File: config.mk
export PLATFORM = sky130hd
export DESIGN_NAME = ring_router_demux
export DESIGN_NICKNAME = d
export VERILOG_FILES = /design/src/rtl/ring_router_demux.sv
export SDC_FILE = /design/constraint.sdc
export NUM_CORES = 1
export LEC_CHECK = 0
export ABC_AREA = 0
export CAP_MARGIN = 25
export CORE_ASPECT_RATIO = 1.5
export CORE_MARGIN = 10
export CORE_UTILIZATION = 25
export CTS_CLUSTER_DIAMETER = 50
export DETAILED_ROUTE_END_ITERATION = 8
export GPL_ROUTABILITY_DRIVEN = 0
export REMOVE_ABC_BUFFERS = 1
export SLEW_MARGIN = 5
export SYNTH_ARGS = -nofsm -noshare
export SYNTH_HDL_FRONTEND = slang
export SYNTH_SLANG_ARGS = --single-unit
File: constraint.sdc
create_clock -name clk -period 2 [get_ports clk]
set_input_delay 0.3 -clock clk [delete_from_list [all_inputs] [get_ports clk]]
set_output_delay 0.3 -clock clk [all_outputs]
set_load 0.02 [all_outputs]
File: src/rtl/ring_router_demux.sv
// Ring router demux: steers worms from the ring to the local port or onward.
// Build macro RING_ROUTER_DEMUX_BCAST_EN enables broadcast copy to both outputs.
module ring_router_demux #(
  parameter logic [15:0] ID         = 16'h0000,
  parameter logic [15:0] BCAST_ADDR = 16'hFFFF
) (
  input  logic        clk,
  input  logic        rst,
  input  logic [15:0] in_ring_data,
  input  logic        in_ring_first,
  input  logic        in_ring_last,
  input  logic        in_ring_valid,
  output logic        in_ring_ready,
  output logic [15:0] out_local_data,
  output logic        out_local_first,
  output logic        out_local_last,
  output logic        out_local_valid,
  input  logic        out_local_ready,
  output logic [15:0] out_ring_data,
  output logic        out_ring_first,
  output logic        out_ring_last,
  output logic        out_ring_valid,
  input  logic        out_ring_ready
);

`ifdef RING_ROUTER_DEMUX_BCAST_EN
  typedef enum logic [1:0] {
    IDLE, WORM_LOCAL, WORM_RING, WORM_BCAST
  } state_t;
  localparam state_t BST = WORM_BCAST;
  logic hit_bcast;
  assign hit_bcast = (in_ring_data == BCAST_ADDR);
`else
  typedef enum logic [1:0] {
    IDLE, WORM_LOCAL, WORM_RING
  } state_t;
  localparam state_t BST = IDLE;
  logic hit_bcast;
  assign hit_bcast = 1'b0 && (in_ring_data == BCAST_ADDR);
`endif

  state_t state, state_n;
  logic   alive;
  logic   to_loc, to_ring;
  logic   loc_acc, ring_acc;
  logic   fire;

  assign loc_acc  = !out_local_valid || out_local_ready;
  assign ring_acc = !out_ring_valid || out_ring_ready;
  assign fire     = in_ring_valid && in_ring_ready;

  // Hold off input acceptance until the first edge after reset release
  always_ff @(posedge clk or negedge rst) begin
    if (!rst) alive <= 1'b0;
    else      alive <= 1'b1;
  end

  // Worm state register
  always_ff @(posedge clk or negedge rst) begin
    if (!rst) state <= IDLE;
    else      state <= state_n;
  end

  // Route decode, input handshake and next state
  always_comb begin
    state_n       = state;
    in_ring_ready = 1'b0;
    to_loc        = 1'b0;
    to_ring       = 1'b0;
    if (alive && in_ring_valid) begin
      unique case (state)
        IDLE: begin
          if (!in_ring_first) begin
            in_ring_ready = 1'b1;
          end else if (hit_bcast) begin
            to_loc        = 1'b1;
            to_ring       = 1'b1;
            in_ring_ready = loc_acc && ring_acc;
            if (in_ring_ready && !in_ring_last)
              state_n = BST;
          end else if (in_ring_data == ID) begin
            to_loc        = 1'b1;
            in_ring_ready = loc_acc;
            if (in_ring_ready && !in_ring_last)
              state_n = WORM_LOCAL;
          end else begin
            to_ring       = 1'b1;
            in_ring_ready = ring_acc;
            if (in_ring_ready && !in_ring_last)
              state_n = WORM_RING;
          end
        end
        WORM_LOCAL: begin
          to_loc        = 1'b1;
          in_ring_ready = loc_acc;
          if (in_ring_ready && in_ring_last)
            state_n = IDLE;
        end
        WORM_RING: begin
          to_ring       = 1'b1;
          in_ring_ready = ring_acc;
          if (in_ring_ready && in_ring_last)
            state_n = IDLE;
        end
`ifdef RING_ROUTER_DEMUX_BCAST_EN
        WORM_BCAST: begin
          to_loc        = 1'b1;
          to_ring       = 1'b1;
          in_ring_ready = loc_acc && ring_acc;
          if (in_ring_ready && in_ring_last)
            state_n = IDLE;
        end
`endif
        default: state_n = IDLE;
      endcase
    end
  end

  // Local output register: load on routed accept, empty on drain
  always_ff @(posedge clk or negedge rst) begin
    if (!rst) begin
      out_local_valid <= 1'b0;
      out_local_data  <= '0;
      out_local_first <= 1'b0;
      out_local_last  <= 1'b0;
    end else if (fire && to_loc) begin
      out_local_valid <= 1'b1;
      out_local_data  <= in_ring_data;
      out_local_first <= in_ring_first;
      out_local_last  <= in_ring_last;
    end else if (out_local_ready) begin
      out_local_valid <= 1'b0;
    end
  end

  // Ring output register: load on routed accept, empty on drain
  always_ff @(posedge clk or negedge rst) begin
    if (!rst) begin
      out_ring_valid <= 1'b0;
      out_ring_data  <= '0;
      out_ring_first <= 1'b0;
      out_ring_last  <= 1'b0;
    end else if (fire && to_ring) begin
      out_ring_valid <= 1'b1;
      out_ring_data  <= in_ring_data;
      out_ring_first <= in_ring_first;
      out_ring_last  <= in_ring_last;
    end else if (out_ring_ready) begin
      out_ring_valid <= 1'b0;
    end
  end

endmodule

---- After elaboration in Yosys (flattened, before gate mapping) ----
Cells that the tools add are included.
word-level totals
  register bits after elaboration ......... 41
  output and inout port bits .............. 39
  logic and storage cells ................. 58
cells by class
  eq/ne operators ......................... 7
  muxes and demuxes ....................... 23
  reduce and logical (&&, ||, !) cells .... 18
operators by type and width
  cell                                                                   number
  16-bit logical NOT                                                     1
  1-bit two-way mux                                                      13
  2-bit two-way mux                                                      6
  1-bit logical AND                                                      8
  2-bit != test, second input constant                                   3
  3-bit != test, second input constant                                   2
  2-bit one-hot mux with 3 select lines                                  1
  6-bit AND reduction                                                    1
  1-bit one-hot mux with 2 select lines                                  2
  2-bit nonzero test                                                     2
  1-bit logical NOT                                                      3
  1-bit one-hot mux with 3 select lines                                  1
  2-bit by 1-bit equality test with 1-bit output, second input constant  1
  2-bit equality test, second input constant                             1
  2-bit logical NOT                                                      1
  1-bit logical OR                                                       2

---- Logic depth before layout (Yosys ltp) ----
  word-level depth ........................ 9
  depth in mapped cells ................... 7
  depth with buffers taken out ............ 5

---- Worst setup path after synthesis ----
No wires, ideal clock.
  kind .................................... input -> register
  start ................................... input port in_ring_data[4]
  end ..................................... register out_local_data[10]
  setup time .............................. 0.125 ns
  arrival time ............................ 1.824 ns
  data required time ...................... 1.875 ns
  setup slack ............................. 0.051 ns
  stages on the path ...................... 7
  buffers on the path ..................... 2
  path through ............................ nor4_1 > nand4_1 > mux2i_1 > nor4b_2 > buf_6 > buf_12 > mux2_4
on the way
  word-level cells in the longest chain between the ends .. 7
  elaborated cells between the ends (all ways) .. 11
ends and longest elaborated chain
  item                                   line  text
  from (decl)                            9     input logic [15:0] in_ring_data,
  16-bit logical NOT (*)                 81    end else if (in_ring_data == ID) begin
  1-bit two-way mux                      81
  1-bit two-way mux                      73    if (!in_ring_first) begin
  1-bit one-hot mux with 3 select lines  71    unique case (state)
  1-bit two-way mux                      70    if (alive && in_ring_valid) begin
  1-bit logical AND                      50    assign fire = in_ring_valid && in_ring_ready;
  1-bit logical AND (*)                  126   end else if (fire && to_loc) begin
  to (signal assigned)                   128   out_local_data <= in_ring_data;
  to (decl)                              14    output logic [15:0] out_local_data,
Every way passes the cells marked *; elsewhere a longest branch is shown, timed or not.
A chain may end at the register's enable or synchronous reset.

---- Worst setup path in the final report ----
  start ................................... input port in_ring_data[12]
  end ..................................... register out_ring_data[10]
on the way
  word-level cells in the longest chain between the ends .. 7
  elaborated cells between the ends (all ways) .. 11
ends and longest elaborated chain
  item                                   line  text
  16-bit logical NOT (*)                 81
  1-bit two-way mux                      81
  1-bit two-way mux                      73
  1-bit one-hot mux with 3 select lines  71
  1-bit two-way mux                      70
  1-bit logical AND                      50
  1-bit logical AND (*)                  143   end else if (fire && to_ring) begin
  to (signal assigned)                   145   out_ring_data <= in_ring_data;
  to (decl)                              19    output logic [15:0] out_ring_data,
Marks and branches as above.

==> results.py <==
metrics = {
    "status": {
        "failed_checks": "setup timing",
        "outcome": "finished, violations left",
    },
    "drt": {
        "vias_per_cell": 4.45,
        "drt_iter0_markers": 41,
        "wl_um": 5340,
        "dr.pass1.iters": 4,
        "drcViolationCount": 0,
        "ant_nets": 0,
        "wl_per_cell_um": 17.7,
        "num_vias": 1344,
    },
    "place": {
        "place_hpwl_um": 3660,
        "portBuffers": 61,
        "place_area_um2": 2700,
        "pre_cts_ws_ns": -0.853,
    },
    "cts": {
        "clk_pin_slew_ns": 0.08,
        "clkLatencyLatePin_ns": 0.29,
        "hold_buffers": 0,
        "htreeDepth": 2,
        "clkSinkCount": 41,
        "max-clock-path-buffers": 2,
        "root_buffer": "clkbuf_8",
        "cts_buffers": 5,
        "tritoncts": "yes",
    },
    "power_and_ir_drop": {
        "p_int_mw": 1.60,
        "p_sw_share_pct": 29.1,
        "total_power_mw": 2.25,
        "peakVddDrop_mv": 0.352,
        "p_per_area_nw_per_um2": 732,
        "leakage_nw": 1.44,
        "combPwrFrac_pct": 32.2,
        "power_frac_seq_pct": 44.6,
        "power.switching_mw": 0.655,
        "clkPwrFrac_pct": 23.3,
    },
    "synth": {
        "synth-adder-area-share_pct": 0,
        "muxShareOfSynthArea_pct": 26.7,
        "synth-edff-count": 0,
        "synth_common_cells": "dfrtp_1, mux2_2, mux2_4",
        "ys_seq_area_share_pct": 56.8,
        "yosys.area.top_type": "dfrtp_1",
        "synth-simple-area-share_pct": 9.49,
        "synth_area_leaders": "dfrtp_1, mux2_4, mux2_2, buf_12, nor4b_2",
        "synth_ff_type": "dfrtp_1",
        "synthArstFlopShare_pct": 100,
        "synth_top_cell_area_share_pct": 56.8,
        "post_synth_xor_area_fraction_pct": 0,
        "yosysWarnings": 0,
        "syn_avg_cell_area_um2": 15.3,
        "synth-compound-area-share_pct": 2.84,
        "synth_most_common_cell": "dfrtp_1",
        "ys_seq_elements": 41,
        "syn_inst": 118,
        "synth_top_family_by_area": "multiplexers",
        "syn-cell-area_um2": 1810,
        "synth_cell_type_count": 28,
    },
    "setup_path": {
        "crit_required_ns": 2.17,
        "critPathBufInv": 6,
        "timing.critical_path.cells": "buf_6 > nor4_4 > buf_4 > nand4_1 > mux2i_1 > buf_4 > buf_6 > nor4b_4 > buf_4 > buf_12 > mux2_4",
        "cp_top_family": "buffers and inverters",
        "critPathKind": "input pin to flip-flop",
        "cp.arrival_ns": 2.22,
        "start_kind": "input pin",
        "crit_slowest_cell": "mux2_4",
        "slowest_delay_ns": 0.30,
        "cp_common_cell": "buf_4",
        "cp-end-kind": "flip-flop",
        "cp_max_fo": 8,
    },
    "sta": {
        "grt_setup_unrepaired": "true",
        "tightestPinTransition_ns": 0.543,
        "slew_violations": 0,
        "fin_skew_ns": 0.00818,
        "setup_viol": 27,
        "slew_headroom_pct": 63.8,
        "holdWs_ns": 0.0752,
        "hold_viol_final": 0,
        "timing.final.crit_share_pct": 103,
        "fmax_mhz": 488,
        "setup_slack_ns": -0.0505,
        "period_minus_slack_ns": 2.05,
    },
    "cells_and_area": {
        "drive_gt1_share_pct": 52.2,
        "antennaDiodeCount": 0,
        "final_net_count": 246,
        "design_area_um2": 3080,
        "area_growth_pct": 70.3,
    },
    "grt": {
        "grt_pass1_vias": 1546,
        "grt_usage_pct": 9.85,
        "grt_max_degree": 42,
        "antenna_found_initial": 0,
        "grt_pass1_wl_um": 8280,
        "gr-total-overflow": 0,
    },
    "floorplan": {
        "fp.dieArea_um2": 11100,
        "fp-row-count": 37,
        "initial_core_util_pct": 26.0,
        "boundaryPins": 62,
        "die_height_um": 124,
        "die_width_um": 89.4,
        "core_um2": 6940,
    },
    "worst_hold_path": {
        "hold_path_class": "input pin to async pin",
    },
    "flow_run": {
        "maxCapViolCount": 0,
    },
}
## worst paths after layout
check,slack [ns],depth (start not counted),endpoint,startpoint
setup / recovery,-0.05,11,out_ring_data[10]$_DFFE_PN0P_,in_ring_data[12]
hold / removal,0.08,2,out_local_last$_DFFE_PN0P_,rst
setup reg to reg,-0.03,9,out_ring_data[10]$_DFFE_PN0P_,out_ring_valid$_DFFE_PN0P_
hold reg to reg,0.51,1,out_ring_data[2]$_DFFE_PN0P_,out_ring_data[2]$_DFFE_PN0P_
max in group asynchronous,1.54,2,out_ring_data[10]$_DFFE_PN0P_,rst
min in group clk,0.26,2,out_ring_data[10]$_DFFE_PN0P_,in_ring_data[10]
## timing repair
item / CTS / global route
endpoints found under the setup margin: 39 / 37
buffers inserted: 8 / 3
pin swaps: 6 / 2
gates cloned: 3 / 0
resized for setup: 105 / 15
## power by group through the flow
| stage | clock (mW) | combinational [mW] | sequential (mW) |
|---|---|---|---|
| 2_1_floorplan | 0 | 0.167 | 1.14 |
| 3_3_place_gp | 0 | 0.666 | 1.01 |
| 3_5_place_dp | 0 | 0.672 | 1.02 |
| 4_1_cts | 0.547 | 0.729 | 1.00 |
| 5_1_grt | 0.577 | 0.769 | 1.02 |
| 6_report | 0.523 | 0.725 | 1.00 |
## kinds of logic after synthesis
family | count (synthesis)
AND/OR/NAND/NOR | 25
multiplexers | 37
buffers and inverters | 6
other | 1
flip-flops | 41
AO/OA/AOI/OAI | 8
## per-layer routing
metal	global-route usage, %	up-vias	part of all wire [%]
met5	0	-	0
met2	17.9	31	54
met3	3.27	4	5.7
met1	10.2	674	39
li1	-	635	-
met4	3.29	0	0.69
## flip-flops by register name (all words and copies together), names as in the netlist
signal,cells
out_local_valid,1
out_ring_data,16
out_local_last,1
out_ring_first,1
out_ring_valid,1
out_ring_last,1
out_local_data,16
state,2
out_local_first,1
alive,1
## cell type report
type	count	area, um2
Clock inverter	2	10.0
Fill cell	646	3870
Sequential cell	41	1030
Tap cell	78	97.6
Clock buffer	6	72.6
Multi-Input combinational cell	71	880
Timing Repair Buffer	103	986
Inverter	1	3.75
## metrics by stage
stage	setup TNS (ns)	utilization, %	cells
2_1_floorplan	-34.09	-	113
3_3_place_gp	-27.23	38.8	282
6_report	-0.875	44.3	302
4_1_cts	-0.377	43.5	301
3_5_place_dp	-30.11	38.8	282
5_1_grt	-4.03	44.3	302
## cells in the final DEF (no fill, tap or decap), types with 2 or more instances in the layout
cell type	Yosys	routed
buf_12	2	2
clkdlybuf4s50_1	0	41
buf_8	0	2
dlygate4sd2_1	0	2
clkinv_2	0	2
and3b_1	2	2
clkdlybuf4s15_2	0	2
nor2_1	2	2
nor4b_4	0	2
buf_16	0	2
nor4_4	0	4
buf_2	0	8
buf_4	0	33
nand2_1	3	3
mux2_4	18	36
dfrtp_1	41	41
buf_6	2	10
a21oi_1	3	3
clkbuf_8	0	5
Power figures use the tool's default switching activity.
==> patch (same settings) <==
The option `RING_ROUTER_DEMUX_BCAST_EN` is turned on by a define.
--- a/src/rtl/ring_router_demux.sv
+++ b/src/rtl/ring_router_demux.sv
@@ -1,5 +1,7 @@
 // Ring router demux: steers worms from the ring to the local port or onward.
 // Build macro RING_ROUTER_DEMUX_BCAST_EN enables broadcast copy to both outputs.
+`define RING_ROUTER_DEMUX_BCAST_EN
+
 module ring_router_demux #(
   parameter logic [15:0] ID         = 16'h0000,
   parameter logic [15:0] BCAST_ADDR = 16'hFFFF
Check against the original RTL: not equivalent (a bounded check fails within 4 cycles, from zero or initial values and one cycle with rst low).
==> patch against the unedited design <==
Setup slack improved by 0.068 ns; sequential cell count did not move; sequential share of layout area increased by 0.61 points; core utilization is 0.79 points lower; global-route usage barely moved; hold slack worse by 0.036 ns; wire length is 0.36% lower; non-clock buffer count is 8 lower; total power rose by 3.2%; final cell count fell by 2.3%; design area is 1.8% lower; area after synthesis shrank 0.28%; critical endpoint is now out_local_data[1].
==> patch: results (changes against the unedited design) <==
metric;value;unit;change
outcome;completed;;was finished, violations left
worstPathArrival;2.16;ns;was 2.22 ns
dr_wl_met2;3090;um;was 2910 um
fin_skew;0.0143;ns;was 0.00818 ns
gr-usage-met2;18.4;%;was 17.9%
synthTopCellsByArea;dfrtp_1, mux2_2, mux2_4, nor4_1, a221oi_4;;was dfrtp_1, mux2_4, mux2_2, buf_12, nor4b_2
firstDrtPassIters;4;;unchanged
grt.met1_usage;9.78;%;was 10.2%
layout.nets;239;;was 246
grt_use_met3;3.40;%;was 3.27%
worstReg2RegStart;state[1];;was out_ring_valid
critPathMaxFanout;4;;was 8
yosysUniqueCellTypes;27;;was 28
power_frac_comb;30.4;%;was 32.2%
cts_max_path_buffers;2;;unchanged
swShare;29.3;%;was 29.1%
p_clk_share;26.1;%;was 23.3%
drive_gt1_share;52.1;%;was 52.2%
vdd_drop_max;0.000473;V;was 0.000352 V
timing.rr.end;out_local_data[1];;was out_ring_data[10]
worstSetupStartpoint;in_ring_data[1];;was in_ring_data[12]
synth_compound_area_share;4.73;%;was 2.84%
synthMuxAreaShare;25.4;%;was 26.7%
portBuffers;61;;unchanged
timing.reg2reg.setup_slack;0.07;ns;was -0.03 ns
post_dp_cell_area;2740;sq um;was 2700 sq um
grtUsageTotal;9.82;%;was 9.85%
grt_pass1_vias;1540;;was 1546
dp_hpwl;3890;um;was 3660 um
reg2reg_depth;8;;was 9
drt_iter0_markers;18;;was 41
vias_per_cell;4.47;;was 4.45
critPathKind;input port to flip-flop;;unchanged
leakage;1.36;nW;was 1.44 nW
synth_common_cells;dfrtp_1, mux2_2, mux2_4;;unchanged
timing.hold.ws;0.0389;ns;was 0.0752 ns
wl_met1;1910;um;was 2090 um
wl_per_cell;18.0;um;was 17.7 um
wl_met3;317;um;was 304 um
postCtsSetupRepairBufs;4;;was 8
grt_max_degree;31;;was 42
cpPeakStageDelay;0.28;ns;was 0.30 ns
fillCellCount;681;;was 646
grt_pass1_wl;8220;um;was 8280 um
yosysSeqAreaShare;57.0;%;was 56.8%
p_switching;682;uW;was 655 uW
maxSlewHeadroom;53.9;%;was 63.8%
cts_resized;79;;was 105
## patch: cell families after synthesis
group / after synthesis
flops: 41
mux: 36
simple gates: 28
compound gates: 7
buf+inv: 4
other cells: 1
## patch: per-stage QoR
| step | worst slack, ns | cells |
|---|---|---|
| global route | -0.0230 | 295 |
| global placement | -0.805 | 282 |
| floorplan | -0.231 | 114 |
| finish | 0.0174 | 295 |
| CTS | 0.00623 | 294 |
| detailed placement | -0.780 | 282 |
## patch: layout make-up
type | count | area, sq um | share of cell area (%)
Clock buffer | 7 | 96.3 | 3.19
Tap cell | 78 | 97.6 | 3.23
Timing Repair Buffer | 95 | 947 | 31.4
Sequential cell | 41 | 1030 | 34.0
Multi-Input combinational cell | 72 | 845 | 28.0
Clock inverter | 1 | 5.00 | 0.166
Inverter | 1 | 3.75 | 0.124
